`config.mk`:
```
export PLATFORM = sky130hd
export DESIGN_NAME = ram_sdp_be
export DESIGN_NICKNAME = d
export VERILOG_FILES = /design/src/rtl/ram_sdp_be.sv
export SDC_FILE = /design/constraint.sdc
export NUM_CORES = 2
export LEC_CHECK = 0
export CAP_MARGIN = 20
export CORE_UTILIZATION = 30
export CTS_BUF_LIST = sky130_fd_sc_hd__clkbuf_2 sky130_fd_sc_hd__clkbuf_4 sky130_fd_sc_hd__clkbuf_8
export DETAILED_ROUTE_END_ITERATION = 10
export GPL_ROUTABILITY_DRIVEN = 0
export PLACE_DENSITY_LB_ADDON = 0.1
export SYNTH_ARGS = -nofsm -noshare
export SYNTH_HDL_FRONTEND = slang
export SYNTH_SLANG_ARGS = --single-unit
```
`constraint.sdc`:
```
create_clock -name clk -period 8.1 [get_ports clk]
set_input_delay 1.62 -clock clk [delete_from_list [all_inputs] [get_ports clk]]
set_output_delay 1.62 -clock clk [all_outputs]
set_load 0.1 [all_outputs]
```
`src/rtl/ram_sdp_be.sv`:
```
// rtl/ram_sdp_be.sv - simple dual-port synchronous RAM with byte enables and clear engine
//
// Optional feature macro: RAM_SDP_PARITY_EN (per-byte even parity storage and read check).
//
// Ports:
//   clk      - clock, all logic on rising edge
//   rst_n    - asynchronous active-low reset
//   clr      - single-cycle pulse, starts a zero-fill sweep when idle
//   busy     - high while reset is asserted or a clear sweep runs
//   we       - write enable
//   wr_addr  - write address
//   wr_be    - byte enables, bit i covers wr_data[8i+7:8i]
//   wr_data  - write data
//   re       - read enable
//   rd_addr  - read address
//   rd_data  - read data, holds its value when rd_valid is low
//   rd_valid - one-cycle strobe marking a read result
//   rd_perr  - parity error on the current read, qualified by rd_valid
module ram_sdp_be #(
    parameter int DATA_W   = 32,
    parameter int ADDR_W   = 6,
    parameter int OUT_REG  = 0,
    parameter int RDW_MODE = 0
) (
    input  logic                  clk,
    input  logic                  rst_n,
    input  logic                  clr,
    output logic                  busy,
    input  logic                  we,
    input  logic [ADDR_W-1:0]     wr_addr,
    input  logic [DATA_W/8-1:0]   wr_be,
    input  logic [DATA_W-1:0]     wr_data,
    input  logic                  re,
    input  logic [ADDR_W-1:0]     rd_addr,
    output logic [DATA_W-1:0]     rd_data,
    output logic                  rd_valid,
    output logic                  rd_perr
);

    localparam int NB    = DATA_W / 8;
    localparam int DEPTH = 2 ** ADDR_W;

    typedef enum logic {
        ST_CLEAR = 1'b0,
        ST_IDLE  = 1'b1
    } state_t;

    state_t            state_q;
    logic [ADDR_W-1:0] cnt_q;
    logic              busy_q;

    // Clear engine: one zero word per cycle while sweeping, DEPTH cycles total.
    always_ff @(posedge clk or negedge rst_n) begin
        if (!rst_n) begin
            state_q <= ST_CLEAR;
            cnt_q   <= '0;
            busy_q  <= 1'b1;
        end else begin
            case (state_q)
                ST_CLEAR: begin
                    cnt_q <= cnt_q + ADDR_W'(1);
                    if (&cnt_q) begin
                        state_q <= ST_IDLE;
                        busy_q  <= 1'b0;
                    end
                end
                ST_IDLE: begin
                    if (clr) begin
                        state_q <= ST_CLEAR;
                        cnt_q   <= '0;
                        busy_q  <= 1'b1;
                    end
                end
            endcase
        end
    end

    assign busy = busy_q;

    logic idle;
    assign idle = (state_q == ST_IDLE);

    // Single physical write port shared by the sweep and the user.
    logic              mem_we;
    logic [ADDR_W-1:0] mem_addr;
    logic [NB-1:0]     mem_be;
    logic [DATA_W-1:0] mem_wdata;

    always_comb begin
        mem_we    = 1'b0;
        mem_addr  = wr_addr;
        mem_be    = wr_be;
        mem_wdata = wr_data;
        if (!idle) begin
            mem_we    = 1'b1;
            mem_addr  = cnt_q;
            mem_be    = '1;
            mem_wdata = '0;
        end else begin
            mem_we    = we;
        end
    end

    logic [DATA_W-1:0] mem_q [DEPTH];
`ifdef RAM_SDP_PARITY_EN
    logic [NB-1:0]     par_q [DEPTH];
`endif

    always_ff @(posedge clk) begin
        if (mem_we) begin
            for (int i = 0; i < NB; i++) begin
                if (mem_be[i]) begin
                    mem_q[mem_addr][8*i +: 8] <= mem_wdata[8*i +: 8];
`ifdef RAM_SDP_PARITY_EN
                    par_q[mem_addr][i]        <= ^mem_wdata[8*i +: 8];
`endif
                end
            end
        end
    end

    // Read side. Array reads see the pre-edge contents, so RDW_MODE=0 needs
    // nothing extra; RDW_MODE=1 overlays the bytes being written this edge.
    logic              rd_fire;
    logic              fwd;
    logic [DATA_W-1:0] rd_word;
    logic              rd_err;

    assign rd_fire = re && idle;
    assign fwd     = (RDW_MODE != 0) && we && idle && (wr_addr == rd_addr);

    always_comb begin
        rd_word = mem_q[rd_addr];
        rd_err  = 1'b0;
        for (int i = 0; i < NB; i++) begin
            if (fwd && wr_be[i]) begin
                // Forwarded bytes carry freshly computed parity, so they never flag.
                rd_word[8*i +: 8] = wr_data[8*i +: 8];
            end
`ifdef RAM_SDP_PARITY_EN
            else begin
                rd_err = rd_err | ((^mem_q[rd_addr][8*i +: 8]) ^ par_q[rd_addr][i]);
            end
`endif
        end
    end

    // First output stage: strobe every cycle, data/error only on a read.
    logic              v1_q;
    logic [DATA_W-1:0] d1_q;
    logic              e1_q;

    always_ff @(posedge clk or negedge rst_n) begin
        if (!rst_n) begin
            v1_q <= 1'b0;
            d1_q <= '0;
            e1_q <= 1'b0;
        end else begin
            v1_q <= rd_fire;
            if (rd_fire) begin
                d1_q <= rd_word;
                e1_q <= rd_err;
            end
        end
    end

    generate
        if (OUT_REG != 0) begin : g_out_reg
            logic              v2_q;
            logic [DATA_W-1:0] d2_q;
            logic              e2_q;

            always_ff @(posedge clk or negedge rst_n) begin
                if (!rst_n) begin
                    v2_q <= 1'b0;
                    d2_q <= '0;
                    e2_q <= 1'b0;
                end else begin
                    v2_q <= v1_q;
                    if (v1_q) begin
                        d2_q <= d1_q;
                        e2_q <= e1_q;
                    end
                end
            end

            assign rd_valid = v2_q;
            assign rd_data  = d2_q;
`ifdef RAM_SDP_PARITY_EN
            assign rd_perr  = e2_q;
`else
            assign rd_perr  = 1'b0;
`endif
        end else begin : g_no_out_reg
            assign rd_valid = v1_q;
            assign rd_data  = d1_q;
`ifdef RAM_SDP_PARITY_EN
            assign rd_perr  = e1_q;
`else
            assign rd_perr  = 1'b0;
`endif
        end
    endgenerate

endmodule
```
======== Word-level counts from Yosys, hierarchy flattened ========
Memories as Yosys holds them, arrays and structs flattened. A register that Yosys moved wholly into a read port is not among the register bits.
Index checks and enable logic that the tools add are counted.
cells by class
  add/subtract/negate cells ............... 1
  equal/unequal tests ..................... 2
  multiplexer cells ....................... 24
  bitwise gates (word level) .............. 1
  reductions and logical operators ........ 4
operators by type and width
  kind                                                           number
  32-bit 2-to-1 mux                                              1
  1-bit 2-to-1 mux                                               17
  6-bit 2-to-1 mux                                               2
  6-bit one-hot mux with 2 select lines                          1
  6-bit by 1-bit adder with 6-bit output, second input constant  1
  6-bit AND reduction                                            1
  4-bit 2-to-1 mux                                               1
  2-bit inequality test, second input constant                   2
  1-bit one-hot mux with 2 select lines                          2
  2-bit AND reduction                                            1
  1-bit logical AND                                              1
  1-bit logical NOT                                              1
  1-bit NOT                                                      1
storage, ports and cells
  register bits ........................... 9
  bits in writable memories ............... 2,048
  output and inout bits ................... 35
  memories ................................ 1
memories
  memory  depth  width  read ports  clocked after Yosys merged registers in  write ports  RTL line  text
  mem_q   64     32     1           1                                        1            104       logic [DATA_W-1:0] mem_q [DEPTH];

======== Logic depth before layout (Yosys ltp) ========
  word-level depth ........................ 4
  depth in mapped cells ................... 10

======== Least setup slack after synthesis ========
OpenSTA, ideal clock, no wires.
  path kind ............................... input to register
  start ................................... input port rd_addr[2]
  end ..................................... register d1_q[25] (netlist: rd_data[25]), read port of mem_q
  setup time .............................. 126 ps
  data arrival time ....................... 3,431 ps
  required time ........................... 7,974 ps
  slack ................................... 4,543 ps
  cell stages on the path ................. 8
  buffers on the path ..................... 4
  cells stage by stage .................... buf_2 buf_2 buf_2 buf_1 mux4_2 a22oi_1 nand4_1 a221o_1
RTL lines
  item             RTL line  text
  start, declared  34        input logic [ADDR_W-1:0] rd_addr,
  end, declared    150       logic [DATA_W-1:0] d1_q;

======== Worst setup path in the final report ========
  start ................................... register d1_q[25] (netlist: rd_data[25]), read port of mem_q
  end ..................................... output port rd_data[25]
RTL lines
  item           RTL line  text
  end, declared  35        output logic [DATA_W-1:0] rd_data,
No word-level cell between the ends.

==> metrics.txt <==
# TYPE chip_impl_metric gauge
chip_impl_metric{name="clock-sinks",unit=""} 2089
chip_impl_info{name="grt_setup_unrepaired",value="false"} 1
chip_impl_metric{name="rows",unit=""} 190
chip_impl_info{name="synth_area_leader_cell",value="edfxtp_1"} 1
chip_impl_metric{name="maxSlewViolCount",unit=""} 0
chip_impl_info{name="status",value="finished clean"} 1
chip_impl_metric{name="power.ir.vdd_worst",unit="V"} 0.000186
chip_impl_metric{name="timing.critical_path.buf_inv",unit=""} 1
chip_impl_info{name="top_ff_cell_synth",value="edfxtp_1"} 1
chip_impl_metric{name="cts-root-to-sink-buffers",unit=""} 4
chip_impl_metric{name="postSynthAreaPerCell",unit="um2"} 20.3
chip_impl_metric{name="worstSkewPairLatency",unit="ns"} 1.06
chip_impl_metric{name="report.power.total",unit="mW"} 26.2
chip_impl_metric{name="crit_cells",unit=""} 1
chip_impl_metric{name="post_synth_edffs",unit=""} 2048
chip_impl_metric{name="pre_cts_ws",unit="ns"} 2.79
chip_impl_metric{name="maxCapViolations",unit=""} 0
chip_impl_metric{name="yosysUniqueCellTypes",unit=""} 42
chip_impl_metric{name="whs_path_depth",unit=""} 2
chip_impl_metric{name="cts_hold_buf",unit=""} 0
chip_impl_metric{name="setup_viol_count_final",unit=""} 0
chip_impl_metric{name="power.combinational.fraction",unit=""} 0.143
chip_impl_metric{name="arrival",unit="ns"} 2.82
chip_impl_info{name="timing.critical_path.to_type",value="output port"} 1
chip_impl_info{name="ctsRootBufferMaster",value="clkbuf_8"} 1
chip_impl_metric{name="via_per_inst",unit=""} 4.88
chip_impl_metric{name="tns",unit="ns"} 0
chip_impl_metric{name="synth-async-reset-ratio",unit=""} 0.0196
chip_impl_info{name="yosys.cell_count.top_type",value="edfxtp_1"} 1
chip_impl_metric{name="final-hold-violation-count",unit=""} 0
chip_impl_metric{name="max_freq",unit="GHz"} 0.225
chip_impl_metric{name="die_y",unit="um"} 521
chip_impl_metric{name="number_of_antenna_violations_at_the_first_check_in_global_routing",unit=""} 12
chip_impl_info{name="critical-path-top-delay-family",value="buffers and inverters"} 1
chip_impl_metric{name="final_wl",unit="um"} 234000
chip_impl_metric{name="routed_wire_length_per_instance",unit="um"} 29.0
chip_impl_metric{name="cts_resized",unit=""} 0
chip_impl_metric{name="drt-initial-drc-count",unit=""} 3334
chip_impl_metric{name="finalClockSkew",unit="ns"} 0.0564
chip_impl_metric{name="number_of_nets_in_the_final_layout",unit=""} 4343
chip_impl_metric{name="worst-endpoint-required",unit="ns"} 6.48
chip_impl_metric{name="synth-seq-cells",unit=""} 2089
chip_impl_info{name="cts_tree",value="yes"} 1
chip_impl_metric{name="finalCriticalPeriod",unit="ns"} 4.44
chip_impl_metric{name="grt_pass1_vias",unit=""} 42095
chip_impl_metric{name="cts.htree.levels",unit=""} 5
chip_impl_metric{name="dr.pass1.iters",unit=""} 6
chip_impl_metric{name="post-cts-setup-buffer-count",unit=""} 0
chip_impl_metric{name="area_delta_synth_final",unit="%"} 14.8
chip_impl_metric{name="core-area",unit="mm2"} 0.268
chip_impl_info{name="synth_top_cells_by_area",value="edfxtp_1, mux4_2, mux2i_1"} 1
chip_impl_metric{name="cellInternalPower",unit="mW"} 18.7
chip_impl_metric{name="total_cell_area_at_the_placement_stage",unit="mm2"} 0.0858
chip_impl_metric{name="clk_pin_slew_worst_paths",unit="ns"} 0.06
chip_impl_metric{name="power.density",unit="mW/mm2"} 283
chip_impl_metric{name="dpl.cell_count",unit=""} 7465
chip_impl_metric{name="grt_max_degree",unit=""} 102
chip_impl_metric{name="final_cell_count_no_fill",unit=""} 8089
chip_impl_metric{name="drt_drc_violations_left",unit=""} 0
chip_impl_metric{name="p_leak",unit="nW"} 29.7
chip_impl_info{name="synth_top_cells_by_count",value="edfxtp_1, mux4_2, mux2i_1"} 1
chip_impl_info{name="worstPathCellList",value="clkdlybuf4s50_1"} 1
chip_impl_metric{name="proportion_of_layout_cells_with_a_drive_suffix_above_1",unit=""} 0.240
chip_impl_metric{name="crit_path_max_incr_delay",unit="ns"} 1.26
chip_impl_info{name="critPathKind",value="flop to output port"} 1
chip_impl_metric{name="relSlewSlack",unit=""} 0.220
chip_impl_metric{name="grt_first_pass_wirelength",unit="um"} 329000
chip_impl_metric{name="post_syn_nets",unit=""} 4022
chip_impl_metric{name="critPathMaxFanout",unit=""} 2
chip_impl_metric{name="portBuffers",unit=""} 86
chip_impl_metric{name="synthesis.area",unit="mm2"} 0.0807
chip_impl_metric{name="p_sw",unit="mW"} 7.49
chip_impl_metric{name="worst_r2r_path_depth",unit=""} 6
chip_impl_metric{name="final_antenna_net_count",unit=""} 0
chip_impl_metric{name="gr-total-overflow",unit=""} 0
chip_impl_metric{name="initial_core_util",unit=""} 0.302
chip_impl_info{name="worstHoldPathType",value="flop to flop"} 1
chip_impl_metric{name="total_global_route_track_usage",unit=""} 0.172
chip_impl_metric{name="cts_inserted_buffers",unit=""} 372
chip_impl_metric{name="worst_tran_pin_value",unit="ns"} 1.17
chip_impl_metric{name="detailedPlacementHpwl",unit="um"} 138000
chip_impl_metric{name="holdWs",unit="ns"} 0.482
chip_impl_metric{name="clkPwrFrac",unit=""} 0.356
chip_impl_metric{name="synth_warnings",unit=""} 0
chip_impl_metric{name="fin_util",unit=""} 0.346
chip_impl_metric{name="routed-via-count",unit=""} 39459
chip_impl_metric{name="seq_area_frac_synth",unit=""} 0.775
chip_impl_info{name="cp-start-kind",value="flop"} 1
chip_impl_metric{name="dieWidth",unit="um"} 521
chip_impl_metric{name="yosysTopAreaCellShare",unit=""} 0.762
chip_impl_info{name="critical_path.slowest_cell",value="clkdlybuf4s50_1"} 1
chip_impl_metric{name="final_area",unit="mm2"} 0.0927
chip_impl_metric{name="share_seq_of_total_power",unit=""} 0.500
chip_impl_metric{name="dieArea",unit="mm2"} 0.271
chip_impl_metric{name="io_pins",unit=""} 88
chip_impl_metric{name="layout_setup_ws",unit="ns"} 3.66
chip_impl_metric{name="timing.final.crit_share",unit=""} 0.549
chip_impl_metric{name="p_sw_frac",unit=""} 0.286
chip_impl_metric{name="synth_cells",unit=""} 3968
## cell type report
type                    count  area [um2]
diodes                      6        15.0
clock buffers             496        6130
clock inverters           120         691
fillers                 25268      175000
inverters                   4        15.0
multi-input cells        1640       17100
flip-flops and latches   2089       62500
well taps                3552        4440
repair buffers            182        1700
## logic make-up (layout without fill, tap and decap cells)
kind of cell               after synthesis  count (layout)  synth area share
DFF                                   2089            2089             0.775
AOI/OAI and AO/OA                      364             364            0.0327
and+or+nand+nor                        591             591            0.0336
buffers and inverters                  239             802            0.0148
adders and majority gates                1               1          0.000155
other                                    1               7         0.0000465
xor gates and xnor gates                 3               3          0.000326
muxes                                  680             680             0.144
## path summary, 6_finish.rpt
check | slack, ns | startpoint | end
worst max-delay path | 3.66 | rd_data[25] | rd_data[25]
max in group asynchronous | 6.73 | rst_n | rd_data[20]
worst min register to register | 0.48 | busy | busy
min in group asynchronous | 0.73 | rst_n | cnt_q[4]
worst min-delay path | 0.48 | busy | busy
worst max register to register | 4.10 | idle | mem_q[57][9]
## cell usage in the layout, fill, tap and decap left out, types with 4 or more instances in the layout
cell	instances
inv_1	4
clkbuf_8	385
buf_12	7
clkbuf_4	111
nand2_2	11
nor2_1	265
mux2_2	5
mux2i_1	290
buf_8	5
mux4_2	384
dfrtp_1	39
edfxtp_1	2048
nand4_1	32
o2bb2ai_1	4
a211oi_1	62
bufinv_16	7
and2_2	33
o21ai_0	5
clkinv_1	77
clkdlybuf4s50_1	82
diode_2	6
a22oi_1	160
clkinv_2	32
nand2_1	80
nor2b_1	32
buf_4	85
nand3_1	87
o22ai_1	67
or3_1	31
a221o_1	32
a21oi_1	32
## worst register-to-register path: cells and delay by family, from the launching register on
kind / cells / cell delay, ns
simple gates: 3 / 1.53
compound gates: 1 / 0.82
buf+inv: 2 / 0.91
flops: 1 / 0.34
## power by group through the flow
stage,registers (mW),clock network [mW],logic (mW)
after floorplan,13.7,0,1.56
after global placement,13.4,0,3.84
after detailed placement,13.4,0,3.85
after CTS,13.2,9.63,3.86
after global routing,13.2,10.1,3.96
final,13.1,9.34,3.76
## registers in the layout, summed over array words and instances, names as in the netlist
| signal | count |
|---|---|
| mem_q | 2048 |
| rd_valid | 1 |
| idle | 1 |
| busy | 1 |
| cnt_q | 6 |
| rd_data | 32 |
## metal layers
| layer | track usage | share of wire | up-vias |
|---|---|---|---|
| met1 | 0.226 | 0.43 | 21164 |
| met2 | 0.293 | 0.50 | 910 |
| met3 | 0.0320 | 0.046 | 302 |
| li1 | - | - | 17077 |
| met4 | 0.0442 | 0.019 | 6 |
| met5 | 0 | 0.00015 | - |
Power figures use the tool's default switching activity.
